**src/rtl/hazard_stall_controller_pkg.sv**
```systemverilog
// Shared types for the pipeline hazard/stall sequencer: FSM states,
// default register-specifier width and the bundled stall-strobe vector.
package hazard_pkg;

  localparam int DEF_REG_ADDR_W = 5;

  typedef enum logic [0:0] {
    RUN      = 1'b0,
    MEM_WAIT = 1'b1
  } state_t;

  typedef struct packed {
    logic pc_write;
    logic ifid_write;
    logic ifid_flush;
    logic hazard_signal_mux;
    logic pipe_freeze;
  } stall_vec_t;

endpackage

```
**src/rtl/hazard_stall_controller_if.sv**
```systemverilog
// Hazard inputs from the pipeline stages and stall/flush strobes back to it.
// master = pipeline side, slave = the stall controller.
interface hazard_stall_controller_if
  import hazard_pkg::*;
#(
  parameter int REG_ADDR_W = DEF_REG_ADDR_W,
  parameter int CNT_W      = 16
);
  logic [REG_ADDR_W-1:0] id_rs;
  logic [REG_ADDR_W-1:0] id_rt;
  logic                  id_uses_rt;
  logic                  ex_mem_read;
  logic [REG_ADDR_W-1:0] ex_rt;
  logic                  id_branch_taken;
  logic                  mem_req;
  logic                  mem_ready;
  logic                  pc_write;
  logic                  ifid_write;
  logic                  ifid_flush;
  logic                  hazard_signal_mux;
  logic                  pipe_freeze;
  logic [CNT_W-1:0]      stall_count;
  logic [CNT_W-1:0]      flush_count;
  logic                  timeout_err;

  modport master (
    output id_rs, id_rt, id_uses_rt, ex_mem_read, ex_rt, id_branch_taken,
           mem_req, mem_ready,
    input  pc_write, ifid_write, ifid_flush, hazard_signal_mux, pipe_freeze,
           stall_count, flush_count, timeout_err
  );

  modport slave (
    input  id_rs, id_rt, id_uses_rt, ex_mem_read, ex_rt, id_branch_taken,
           mem_req, mem_ready,
    output pc_write, ifid_write, ifid_flush, hazard_signal_mux, pipe_freeze,
           stall_count, flush_count, timeout_err
  );
endinterface

```
**src/rtl/hazard_stall_controller_sat_counter.sv**
```systemverilog
// Up-counter that holds at MAX instead of wrapping; synchronous clear
// takes priority over increment.
module sat_counter #(
  parameter int               WIDTH = 16,
  parameter logic [WIDTH-1:0] MAX   = '1
) (
  input  logic             clk,
  input  logic             rst,
  input  logic             clr,
  input  logic             inc,
  output logic [WIDTH-1:0] count
);

  always_ff @(posedge clk or posedge rst) begin
    if (rst) begin
      count <= '0;
    end else if (clr) begin
      count <= '0;
    end else if (inc && (count != MAX)) begin
      count <= count + WIDTH'(1);
    end
  end

endmodule

```
**src/rtl/hazard_stall_controller.sv**
```systemverilog
// Pipeline stall/flush sequencer: memory freeze > load-use bubble > branch
// flush, all same-cycle, plus saturating perf counters and a timeout flag.
module hazard_stall_controller
  import hazard_pkg::*;
#(
  parameter int REG_ADDR_W  = DEF_REG_ADDR_W,
  parameter int CNT_W       = 16,
  parameter int MEM_TIMEOUT = 64
) (
  input  logic                      clk,
  input  logic                      rst,
  hazard_stall_controller_if.slave  bus
);

  localparam int WAIT_W = $clog2(MEM_TIMEOUT + 1);

  state_t            state, state_next;
  stall_vec_t        sv;
  logic              mem_stall;
  logic              load_use;
  logic [WAIT_W-1:0] wait_count;
  logic              timeout_err;

  assign mem_stall = bus.mem_req & ~bus.mem_ready;
  assign load_use  = bus.ex_mem_read && (bus.ex_rt != '0) &&
                     ((bus.ex_rt == bus.id_rs) ||
                      (bus.id_uses_rt && (bus.ex_rt == bus.id_rt)));

  always_ff @(posedge clk or posedge rst) begin
    if (rst) state <= RUN;
    else     state <= state_next;
  end

  always_comb begin
    state_next = state;
    sv = '{pc_write: 1'b1, ifid_write: 1'b1, ifid_flush: 1'b0,
           hazard_signal_mux: 1'b0, pipe_freeze: 1'b0};
    case (state)
      RUN:      if (mem_stall)  state_next = MEM_WAIT;
      MEM_WAIT: if (!mem_stall) state_next = RUN;
      default:  state_next = RUN;
    endcase

    // Frozen stages must not be altered, so no bubble or flush while held.
    if (rst) begin
      sv = '{pc_write: 1'b0, ifid_write: 1'b0, ifid_flush: 1'b0,
             hazard_signal_mux: 1'b1, pipe_freeze: 1'b0};
    end else if (mem_stall) begin
      sv.pc_write    = 1'b0;
      sv.ifid_write  = 1'b0;
      sv.pipe_freeze = 1'b1;
    end else if (load_use) begin
      sv.pc_write          = 1'b0;
      sv.ifid_write        = 1'b0;
      sv.hazard_signal_mux = 1'b1;
    end else if (bus.id_branch_taken) begin
      sv.ifid_flush = 1'b1;
    end
  end

  sat_counter #(.WIDTH(CNT_W)) u_stall_cnt (
    .clk   (clk),
    .rst   (rst),
    .clr   (1'b0),
    .inc   (~sv.pc_write),
    .count (bus.stall_count)
  );

  sat_counter #(.WIDTH(CNT_W)) u_flush_cnt (
    .clk   (clk),
    .rst   (rst),
    .clr   (1'b0),
    .inc   (sv.ifid_flush),
    .count (bus.flush_count)
  );

  sat_counter #(.WIDTH(WAIT_W), .MAX(WAIT_W'(MEM_TIMEOUT))) u_wait_cnt (
    .clk   (clk),
    .rst   (rst),
    .clr   (state_next == RUN),
    .inc   (state_next == MEM_WAIT),
    .count (wait_count)
  );

  // Sets on the edge at which the wait count reaches MEM_TIMEOUT.
  always_ff @(posedge clk or posedge rst) begin
    if (rst) begin
      timeout_err <= 1'b0;
    end else if ((state_next == MEM_WAIT) &&
                 (wait_count >= WAIT_W'(MEM_TIMEOUT - 1))) begin
      timeout_err <= 1'b1;
    end
  end

  assign bus.pc_write          = sv.pc_write;
  assign bus.ifid_write        = sv.ifid_write;
  assign bus.ifid_flush        = sv.ifid_flush;
  assign bus.hazard_signal_mux = sv.hazard_signal_mux;
  assign bus.pipe_freeze       = sv.pipe_freeze;
  assign bus.timeout_err       = timeout_err;

endmodule

```
**src/flat_wrapper.sv**
```systemverilog
// flat-port wrapper written by rule: the top's interface ports become plain ports
module hazard_stall_controller_flat import hazard_pkg::*;
#(
  parameter int REG_ADDR_W  = DEF_REG_ADDR_W,
  parameter int CNT_W       = 16,
  parameter int MEM_TIMEOUT = 64
)
  (clk, rst, bus_id_rs, bus_id_rt, bus_id_uses_rt, bus_ex_mem_read, bus_ex_rt, bus_id_branch_taken, bus_mem_req, bus_mem_ready, bus_pc_write, bus_ifid_write, bus_ifid_flush, bus_hazard_signal_mux, bus_pipe_freeze, bus_stall_count, bus_flush_count, bus_timeout_err);
  hazard_stall_controller_if #(.REG_ADDR_W(REG_ADDR_W), .CNT_W(CNT_W)) bus_i ();
  input  logic clk;
  input  logic rst;
  input wire logic [$bits(bus_i.id_rs)-1:0] bus_id_rs;
  input wire logic [$bits(bus_i.id_rt)-1:0] bus_id_rt;
  input wire logic [$bits(bus_i.id_uses_rt)-1:0] bus_id_uses_rt;
  input wire logic [$bits(bus_i.ex_mem_read)-1:0] bus_ex_mem_read;
  input wire logic [$bits(bus_i.ex_rt)-1:0] bus_ex_rt;
  input wire logic [$bits(bus_i.id_branch_taken)-1:0] bus_id_branch_taken;
  input wire logic [$bits(bus_i.mem_req)-1:0] bus_mem_req;
  input wire logic [$bits(bus_i.mem_ready)-1:0] bus_mem_ready;
  output wire logic [$bits(bus_i.pc_write)-1:0] bus_pc_write;
  output wire logic [$bits(bus_i.ifid_write)-1:0] bus_ifid_write;
  output wire logic [$bits(bus_i.ifid_flush)-1:0] bus_ifid_flush;
  output wire logic [$bits(bus_i.hazard_signal_mux)-1:0] bus_hazard_signal_mux;
  output wire logic [$bits(bus_i.pipe_freeze)-1:0] bus_pipe_freeze;
  output wire logic [$bits(bus_i.stall_count)-1:0] bus_stall_count;
  output wire logic [$bits(bus_i.flush_count)-1:0] bus_flush_count;
  output wire logic [$bits(bus_i.timeout_err)-1:0] bus_timeout_err;
  assign bus_i.id_rs = bus_id_rs;
  assign bus_i.id_rt = bus_id_rt;
  assign bus_i.id_uses_rt = bus_id_uses_rt;
  assign bus_i.ex_mem_read = bus_ex_mem_read;
  assign bus_i.ex_rt = bus_ex_rt;
  assign bus_i.id_branch_taken = bus_id_branch_taken;
  assign bus_i.mem_req = bus_mem_req;
  assign bus_i.mem_ready = bus_mem_ready;
  assign bus_pc_write = bus_i.pc_write;
  assign bus_ifid_write = bus_i.ifid_write;
  assign bus_ifid_flush = bus_i.ifid_flush;
  assign bus_hazard_signal_mux = bus_i.hazard_signal_mux;
  assign bus_pipe_freeze = bus_i.pipe_freeze;
  assign bus_stall_count = bus_i.stall_count;
  assign bus_flush_count = bus_i.flush_count;
  assign bus_timeout_err = bus_i.timeout_err;
  hazard_stall_controller #(.REG_ADDR_W(REG_ADDR_W), .CNT_W(CNT_W), .MEM_TIMEOUT(MEM_TIMEOUT)) u_core (.clk(clk), .rst(rst), .bus(bus_i));
endmodule
```
**config.mk**
```make
export PLATFORM = sky130hd
export DESIGN_NAME = hazard_stall_controller_flat
export DESIGN_NICKNAME = d
export VERILOG_FILES = /design/src/rtl/hazard_stall_controller_pkg.sv /design/src/rtl/hazard_stall_controller_if.sv /design/src/rtl/hazard_stall_controller_sat_counter.sv /design/src/rtl/hazard_stall_controller.sv /design/src/flat_wrapper.sv
export SDC_FILE = /design/constraint.sdc
export NUM_CORES = 1
export LEC_CHECK = 0
export CAP_MARGIN = 5
export CORE_ASPECT_RATIO = 1.75
export CORE_MARGIN = 2
export CORE_UTILIZATION = 48
export CTS_CLUSTER_SIZE = 20
export DETAILED_ROUTE_END_ITERATION = 6
export PLACE_DENSITY = 0.8
export SYNTH_ARGS = -nofsm -noshare
export SYNTH_HDL_FRONTEND = slang
export SYNTH_SLANG_ARGS = --single-unit
```
**constraint.sdc**
```tcl
create_clock -name clk -period 3.5 [get_ports clk]
set_input_delay 0.7 -clock clk [delete_from_list [all_inputs] [get_ports clk]]
set_output_delay 0.7 -clock clk [all_outputs]
set_load 0.01 [all_outputs]
```
[Word-level counts from Yosys, hierarchy flattened]
Cells that the tools add are included.
Word-level totals
  memories kept: 0
  bits in latches: 0
  memory bits (writable): 0
  flip-flop bits (word level): 40
  memory bits (read-only): 0
  logic and storage cells: 36
  bits of input ports: 22
  output and inout bits: 38
Operators by class
  reduce and logical (&&, ||, !) cells: 9
  mux-type cells: 10
  shift operators: 0
  magnitude comparators: 1
  bitwise operators: 3
  equal/unequal tests: 6
  div/mod/pow operators: 0
  multiply operators: 0
  add/sub/neg operators: 3
Operator list (number)
  adder 16 x 1 -> 16 bit (second input constant): 2
  != test 16 bit (second input constant): 2
  2-to-1 mux 7 bit: 2
  == test 5 bit: 2
  adder 7 x 1 -> 7 bit (second input constant): 1
  greater-or-equal comparator 7 x 6 -> 1 bit (second input constant): 1
  logical AND 1 bit: 7
  != test 7 bit (second input constant): 1
  2-to-1 mux 2 bit: 3
  2-to-1 mux 5 bit: 1
  nonzero test 5 bit: 1
  2-to-1 mux 1 bit: 4
  != test 2 bit (second input constant): 1
  NOT 1 bit: 2
  AND 1 bit: 1
  logical OR 1 bit: 1

[Longest topological paths before layout]
Gate-level depths: netlist of run 1.
  word-level depth: 9
  mapped depth: 8
  mapped depth without buffers: 7

[Cells and area by module]
A second synthesis of run 1 with hierarchy kept.
Unflattened totals
  cells, all modules: 281
  area total of the unflattened synthesis: 2544.9 um^2
Modules (own cells, without submodules)
  sat_counter (u_core.u_flush_cnt ...): seq. area each 400.4 um^2, times used 2, area each 932.1 um^2, cells each 101
  sat_counter (u_core.u_wait_cnt): seq. area each 175.2 um^2, times used 1, area each 441.7 um^2, cells each 47
  hazard_stall_controller: seq. area each 25.0 um^2, times used 1, area each 239.0 um^2, cells each 32

[Worst setup path after synthesis of run 1]
OpenSTA, ideal clock, no wires.
  path kind: in2out
  start point: input rst
  end point: output bus_pc_write
  arrival time: 2.321 ns
  required time: 2.800 ns
  stages: 6
  path buffers: 2
  path slack: 0.479 ns
  cell sequence: inv_1 and2_1 o21ai_4 inv_2 buf_6 buf_4
Between the ends
  word-level cells in the longest chain between the ends: 1
RTL lines
  from (decl): line flat_wrapper.sv:11  | input logic rst;
  2-to-1 mux 5 bit: line hazard_stall_controller.sv:45  | if (rst) begin
  to (decl): line flat_wrapper.sv:20  | output wire logic [$bits(bus_i.pc_write)-1:0] bus_pc_write;
Every way passes these cells.

[Worst setup path after layout of run 1]
  start point: input bus_ex_rt[0]
  end point: output bus_ifid_flush
Between the ends
  word-level cells in the longest chain between the ends: 7
  elaborated cells on any way between the ends: 10
  classes of those cells: eq/ne (2); mux (3); reduce/logical (5)
RTL lines
  from (decl): line flat_wrapper.sv:16  | input wire logic [$bits(bus_i.ex_rt)-1:0] bus_ex_rt;
  == test 5 bit: line hazard_stall_controller.sv:27  | (bus.id_uses_rt && (bus.ex_rt == bus.id_rt)));
  logical AND 1 bit: line hazard_stall_controller.sv:27
  logical OR 1 bit: line hazard_stall_controller.sv:26  | ((bus.ex_rt == bus.id_rs) ||
  logical AND 1 bit *: line hazard_stall_controller.sv:25  | assign load_use = bus.ex_mem_read && (bus.ex_rt != '0) &&
  2-to-1 mux 1 bit *: line hazard_stall_controller.sv:52  | end else if (load_use) begin
  2-to-1 mux 2 bit *: line hazard_stall_controller.sv:48  | end else if (mem_stall) begin
  2-to-1 mux 5 bit *: line hazard_stall_controller.sv:45
  to (decl): line flat_wrapper.sv:22  | output wire logic [$bits(bus_i.ifid_flush)-1:0] bus_ifid_flush;
Mark *: on every way between the ends. The rest lies on a longest branch, timed or not.

==> impl_metrics.json, run 1 <==
{
  "ant_nets": 0,
  "syn_to_final_growth_pct": 35.22,
  "cp-end-kind": "primary output",
  "synth_area_per_cell_um2": 10.23,
  "synth.area.mux_share_pct": 3.087,
  "firstDrtPassIters": 5,
  "fin_crit_ns": 3.389,
  "setup-tns-final_ns": 0,
  "crit_type": "in -> out",
  "drive_above_1_share_pct": 8.803,
  "cts_hold_buffers": 0,
  "die_w_um": 55.04,
  "post_synth_fa_ha_maj_area_fraction_pct": 2.287,
  "grt_max_degree": 30,
  "synthArstFlopShare_pct": 100.0,
  "met3_usage_pct": 3.355,
  "die_area_um2": 5136,
  "viasPerCell": 5.540,
  "max-slew-margin-rel_pct": 65.22,
  "cp_slowest_cell": "or4_4",
  "hpwl_um": 3639,
  "rows": 32,
  "final_hold_viol_count": 0,
  "worst_pin_slew_ns": 0.5174,
  "seq_area_um2": 1001,
  "synth_top_area_share_pct": 45.74,
  "timing.critical_path.arrival_ns": 2.69,
  "finalPower_uw": 1496,
  "fin_worst_skew_ns": 0.01084,
  "power.density_nw_per_um2": 505.5,
  "synth_top_family_by_area": "simple AND/OR/NAND/NOR gates",
  "final_cell_mix": "59 x clkdlybuf4s50_1, 40 x dfrtp_1, 24 x xnor2_1",
  "antenna_found_initial": 0,
  "netlist_area_um2": 2188,
  "io_pins": 60,
  "finalSetupViolCount": 0,
  "wl_um": 4652,
  "critical_path.startpoint_type": "primary input",
  "cp_max_fo": 4,
  "post_cts_resized": 0,
  "clk_latency_ns": 0.30,
  "maxSlewViolCount": 0,
  "path_cells": "clkdlybuf4s50_1 -> or4_4 -> o21ai_4 -> o21ai_1 -> inv_1 -> clkdlybuf4s50_1",
  "synthSimpleGateAreaFrac_pct": 23.56,
  "timing.rr.end": "u_core.u_stall_cnt.count[1]",
  "synth_compound_area_share_pct": 7.719,
  "worst_path_most_repeated_cell": "clkdlybuf4s50_1",
  "post_cts_buffers": 0,
  "irDropWorstVdd_v": 0.0003719,
  "synth_xor_area_share_pct": 15.21,
  "rsz0062_at_grt": "false",
  "min_to": "u_core.bus.timeout_err",
  "diodes": 0,
  "synth_edf_count": 0,
  "grt_busiest_layer": "met2",
  "tritoncts": "yes",
  "cts_buffer_depth": 2,
  "core_region_area_um2": 4404,
  "outcome": "finished, final reports clean",
  "grt_first_pass_wirelength_um": 7783,
  "start_util_pct": 49.69,
  "rrSetupSlack_ns": 1.33,
  "overflow": 0,
  "period_share_pct": 96.82,
  "layout_commonest_cell": "clkdlybuf4s50_1",
  "first_iter_violations": 34,
  "r2r_start": "u_core.u_stall_cnt.count[0]",
  "grt_pass1_vias": 1844,
  "rr_worst_depth": 7,
  "fmax_mhz": 295.1,
  "use_met1_pct": 23.32,
  "synth_nets": 240,
  "root_buffer": "clkbuf_8",
  "min_path_type": "reg -> reg",
  "cts_sinks": 40,
  "htree_levels": 2,
  "synth_seq_cells": 40,
  "yosys.area.top_type": "dfrtp_1",
  "syn_inst": 214,
  "leakage_uw": 0.001187,
  "nFillCells": 339,
  "crit_path_max_incr_delay_ns": 0.58,
  "met2_usage_pct": 34.72,
  "cp_data_required_time_ns": 2.80,
  "drcViolationCount": 0,
  "drv_cap": 0,
  "ys.warnings.count": 0,
  "cts_inserted_buffers": 5,
  "ys.flop_type": "dfrtp_1",
  "seq_area_frac_synth_pct": 45.74,
  "ys_types": 40,
  "min-delay-start": "u_core.bus.timeout_err",
  "synthTopCellsByArea": "dfrtp_1 46%, xnor2_1 9.6%, xor2_1 5.6%",
  "final_nets": 309,
  "vias": 1856,
  "clk_pin_slew_worst_paths_ns": 0.08,
  "multi_input_area_um2": 1135,
  "fp.dieH_um": 93.32,
  "wire_per_inst_um": 13.89,
  "gp_congestion": 0.8227,
  "port_buffers": 59,
  "min_path_cells": 1,
  "grt_usage_pct": 20.50
}
[area by class of cell]
cell class                 instances  share of cell area, %
multi-input combinational        163                  38.35
sequential                        40                  33.83
timing repair buffer              65                  21.48
clock buffer                       7                  2.918
tap                               51                  2.156
inverter                           8                  1.015
clock inverter                     1                 0.2537
[how the worst max path moves through the flow]
stage	start	to	slack (ns)	cells past startpoint
4_1_cts	bus_ex_rt[0]	bus_ifid_flush	0.10	6
6_report	bus_ex_rt[0]	bus_ifid_flush	0.11	6
3_5_place_dp	bus_ex_rt[0]	bus_ifid_flush	0.11	6
3_3_place_gp	bus_ex_rt[0]	bus_ifid_flush	0.13	6
5_1_grt	bus_ex_rt[0]	bus_hazard_signal_mux	0.01	7
2_1_floorplan	rst	bus_pc_write	0.48	6
[metrics by stage]
step	hold slack, ns	instances	worst slack (ns)	cell area [um2]	util, %
after floorplan	0.5134	214	0.4791	2188	-
final	0.4787	335	0.1113	2959	67.19
after CTS	0.4870	335	0.1022	2959	67.19
after detailed placement	0.4654	327	0.1136	2865	65.06
after global routing	0.5181	335	0.01155	2959	67.19
after global placement	0.4607	327	0.1306	2865	65.06
[critical path, delay by kind of cell]
kind | cells | cell delay [ns]
AO/OA/AOI/OAI | 2 | 0.33
buffers and inverters | 3 | 1.07
AND/OR/NAND/NOR | 1 | 0.58
[per-layer routing]
metal	up-vias	wire, um
met2	63	2500
met5	-	0
met1	888	1795
met3	15	198
li1	890	-
met4	0	157
[Yosys cell counts (3+ instances only)]
master   count
a21oi_1      5
and2_1       3
and3_1       5
dfrtp_1     40
ha_1         4
inv_1        7
mux2_1       5
nand2_1     18
nand3_1     15
nand4_1     11
nor2_1      18
nor3_1       6
nor4_1       4
nor4_2       3
o21ai_0      3
xnor2_1     24
xor2_1      14
[power by group]
part | switching [uW] | leakage [uW] | total (uW) | internal [uW]
clock | 166 | 0.0000445 | 326 | 160
sequential | 120 | 0.000511 | 675 | 554
combinational | 208 | 0.000632 | 495 | 286
total | 495 | 0.00119 | 1500 | 1000
[flip-flops by register name (all words and copies together), names as in the netlist]
| register | count |
|---|---|
| u_core.u_wait_cnt.count | 7 |
| u_core.u_flush_cnt.count | 16 |
| u_core.bus.timeout_err | 1 |
| u_core.u_stall_cnt.count | 16 |
[cells by family after synthesis]
family / Yosys count
and+or+nand+nor: 94
muxes: 6
DFF: 40
xor gates and xnor gates: 38
adders and majority gates: 4
AOI/OAI and AO/OA: 21
buffers and inverters: 11
No activity file was read; power rests on OpenSTA's default activity.
==> run 2: changes to the inputs <==
--- a/config.mk
+++ b/config.mk
@@ -8,10 +8,10 @@
 export CAP_MARGIN = 5
 export CORE_ASPECT_RATIO = 1.75
 export CORE_MARGIN = 2
-export CORE_UTILIZATION = 48
+export CORE_UTILIZATION = 43
 export CTS_CLUSTER_SIZE = 20
 export DETAILED_ROUTE_END_ITERATION = 6
-export PLACE_DENSITY = 0.8
+export PLACE_DENSITY = 0.76
 export SYNTH_ARGS = -nofsm -noshare
 export SYNTH_HDL_FRONTEND = slang
 export SYNTH_SLANG_ARGS = --single-unit
==> constraint.sdc (replaced) <==
create_clock -name clk -period 2.95 [get_ports clk]
set_input_delay 0.59 -clock clk [delete_from_list [all_inputs] [get_ports clk]]
set_output_delay 0.59 -clock clk [all_outputs]
set_load 0.01 [all_outputs]
==> run 2 against run 1 <==
- cell count up 2.4%
- register-to-register slack worse by 0.36 ns
- global-route usage is 2.1 points lower
- largest cell class unchanged
- first-iteration DRC count shrank 32%
- die area increased by 11%
- final area up 2.0%
- sequential cell count stayed put
- power rose by 23%
- critical path depth rose by 1
- clock power rose by 34%
==> impl_metrics.json, run 2 (synthesis gave the netlist of run 1 again) <==
{
  "worst_pin_slew_ns": 0.5459,
  "die_area_um2": 5698,
  "timing.critical_path.arrival_ns": 2.26,
  "cts_inserted_buffers": 5,
  "fmax_mhz": 351.3,
  "clk_latency_ns": 0.29,
  "drv_cap": 0,
  "post_cts_buffers": 0,
  "root_buffer": "clkbuf_8",
  "drcViolationCount": 0,
  "max-slew-margin-rel_pct": 63.30,
  "grt_max_degree": 41,
  "cts_buffer_depth": 2,
  "fin_util_pct": 61.18,
  "fin_worst_skew_ns": 0.009038,
  "leakage_uw": 0.001249,
  "drive_above_1_share_pct": 11.07,
  "io_pins": 60,
  "cp-end-kind": "primary output",
  "met3_usage_pct": 3.311,
  "wl_um": 4763,
  "nFillCells": 443,
  "cp-startpoint": "bus_ex_rt[0]",
  "final_nets": 314,
  "maxSlewViolCount": 0,
  "crit_path_max_incr_delay_ns": 0.57,
  "cp_max_fo": 4,
  "outcome": "finished, final reports clean",
  "holdWs_ns": 0.4798,
  "finalPower_uw": 1833,
  "cts_hold_buffers": 0,
  "rsz0062_at_grt": "false",
  "port_buffers": 59,
  "irDropWorstVdd_v": 0.0004245,
  "vias": 1842,
  "grt_first_pass_wirelength_um": 8176,
  "viasPerCell": 5.370,
  "final_hold_viol_count": 0,
  "overflow": 0,
  "cp_slowest_cell": "or4_4",
  "clk_pin_slew_worst_paths_ns": 0.07,
  "use_met1_pct": 19.97,
  "finalSetupViolCount": 0,
  "start_util_pct": 44.35,
  "tritoncts": "yes",
  "fp.dieH_um": 98.37,
  "ant_nets": 0,
  "diodes": 0,
  "period_share_pct": 96.50,
  "cp_data_required_time_ns": 2.36,
  "antenna_found_initial": 0,
  "fin_crit_ns": 2.847,
  "power.density_nw_per_um2": 607.2,
  "hpwl_um": 3724,
  "layout_commonest_cell": "clkdlybuf4s50_1",
  "cts_sinks": 40,
  "wire_per_inst_um": 13.89,
  "gp_congestion": 0.8012,
  "final_cell_mix": "53 x clkdlybuf4s50_1, 40 x dfrtp_1, 24 x xnor2_1",
  "syn_to_final_growth_pct": 37.96,
  "worst_path_most_repeated_cell": "nand2_1",
  "top_regs": "u_core.u_flush_cnt.count x16, u_core.u_stall_cnt.count x16, u_core.u_wait_cnt.count x7",
  "first_iter_violations": 23,
  "rows": 34,
  "htree_levels": 2,
  "core_region_area_um2": 4935,
  "grt_pass1_vias": 1853,
  "firstDrtPassIters": 4,
  "path_cells": "clkdlybuf4s50_1 -> or4_4 -> o21ai_4 -> nor2_2 -> nand2_1 -> nand2_1 -> clkdlybuf4s15_1",
  "grt_usage_pct": 18.37,
  "setup-tns-final_ns": 0,
  "grt_busiest_layer": "met2",
  "die_w_um": 57.93,
  "min-delay-start": "u_core.bus.timeout_err",
  "met2_usage_pct": 33.22,
  "critical_path.startpoint_type": "primary input",
  "crit_type": "in -> out",
  "r2r_start": "u_core.u_flush_cnt.count[0]",
  "min_path_type": "reg -> reg"
}
run 2: worst max-delay path, delay by kind of cell:
kind / cells / cell delay, ns
AND/OR/NAND/NOR: 4 / 0.78
buffers and inverters: 2 / 0.65
AO/OA/AOI/OAI: 1 / 0.23
run 2: final timing paths:
kind / endpoint / depth (start not counted) / slack, ns
worst min-delay path: u_core.bus.timeout_err / 1 / 0.48
worst min register to register: u_core.bus.timeout_err / 1 / 0.48
worst max-delay path: bus_hazard_signal_mux / 7 / 0.10
min in group asynchronous: u_core.u_stall_cnt.count[3] / 3 / 0.86
worst max register to register: u_core.u_flush_cnt.count[1] / 5 / 0.97
max in group asynchronous: u_core.u_flush_cnt.count[12] / 3 / 1.75
run 2: what timing repair did:
item | 4_1_cts | 5_1_grt
cloned | 0 | 0
resized for setup | 6 | 3
pin swaps | 0 | 1
hold endpoints to repair | 0 | 0
endpoints found under the setup margin | 4 | 1
run 2: cell type report:
cell class	instances	area (um2)	share of cell area, %
Multi-Input combinational cell	163	1139	37.71
Sequential cell	40	1001	33.15
Timing Repair Buffer	70	674.4	22.34
Clock buffer	6	72.57	2.404
Tap cell	54	67.56	2.238
Clock inverter	2	35.03	1.160
Inverter	8	30.03	0.9946
run 2: where the power goes:
part           switching [uW]  total (uW)  leakage [uW]  internal [uW]
Sequential                143         801      0.000511            658
Combinational             248         594      0.000683            346
Clock                     187         438     0.0000552            251
Total                     579        1830       0.00125           1250
run 2: layer usage:
| layer | vias to the layer above | part of all wire (%) |
|---|---|---|
| li1 | 901 | - |
| met1 | 875 | 37 |
| met2 | 56 | 55 |
| met3 | 10 | 4.9 |
| met4 | 0 | 2.4 |
| met5 | - | 0 |
run 2: through the flow:
stage	setup WS, ns	cells	area [um2]
global placement	-0.1580	335	2907
detailed placement	-0.2132	335	2907
CTS	0.07520	343	3013
global route	0.01353	343	3019
finish	0.1032	343	3019
floorplan	0.1491	214	2188
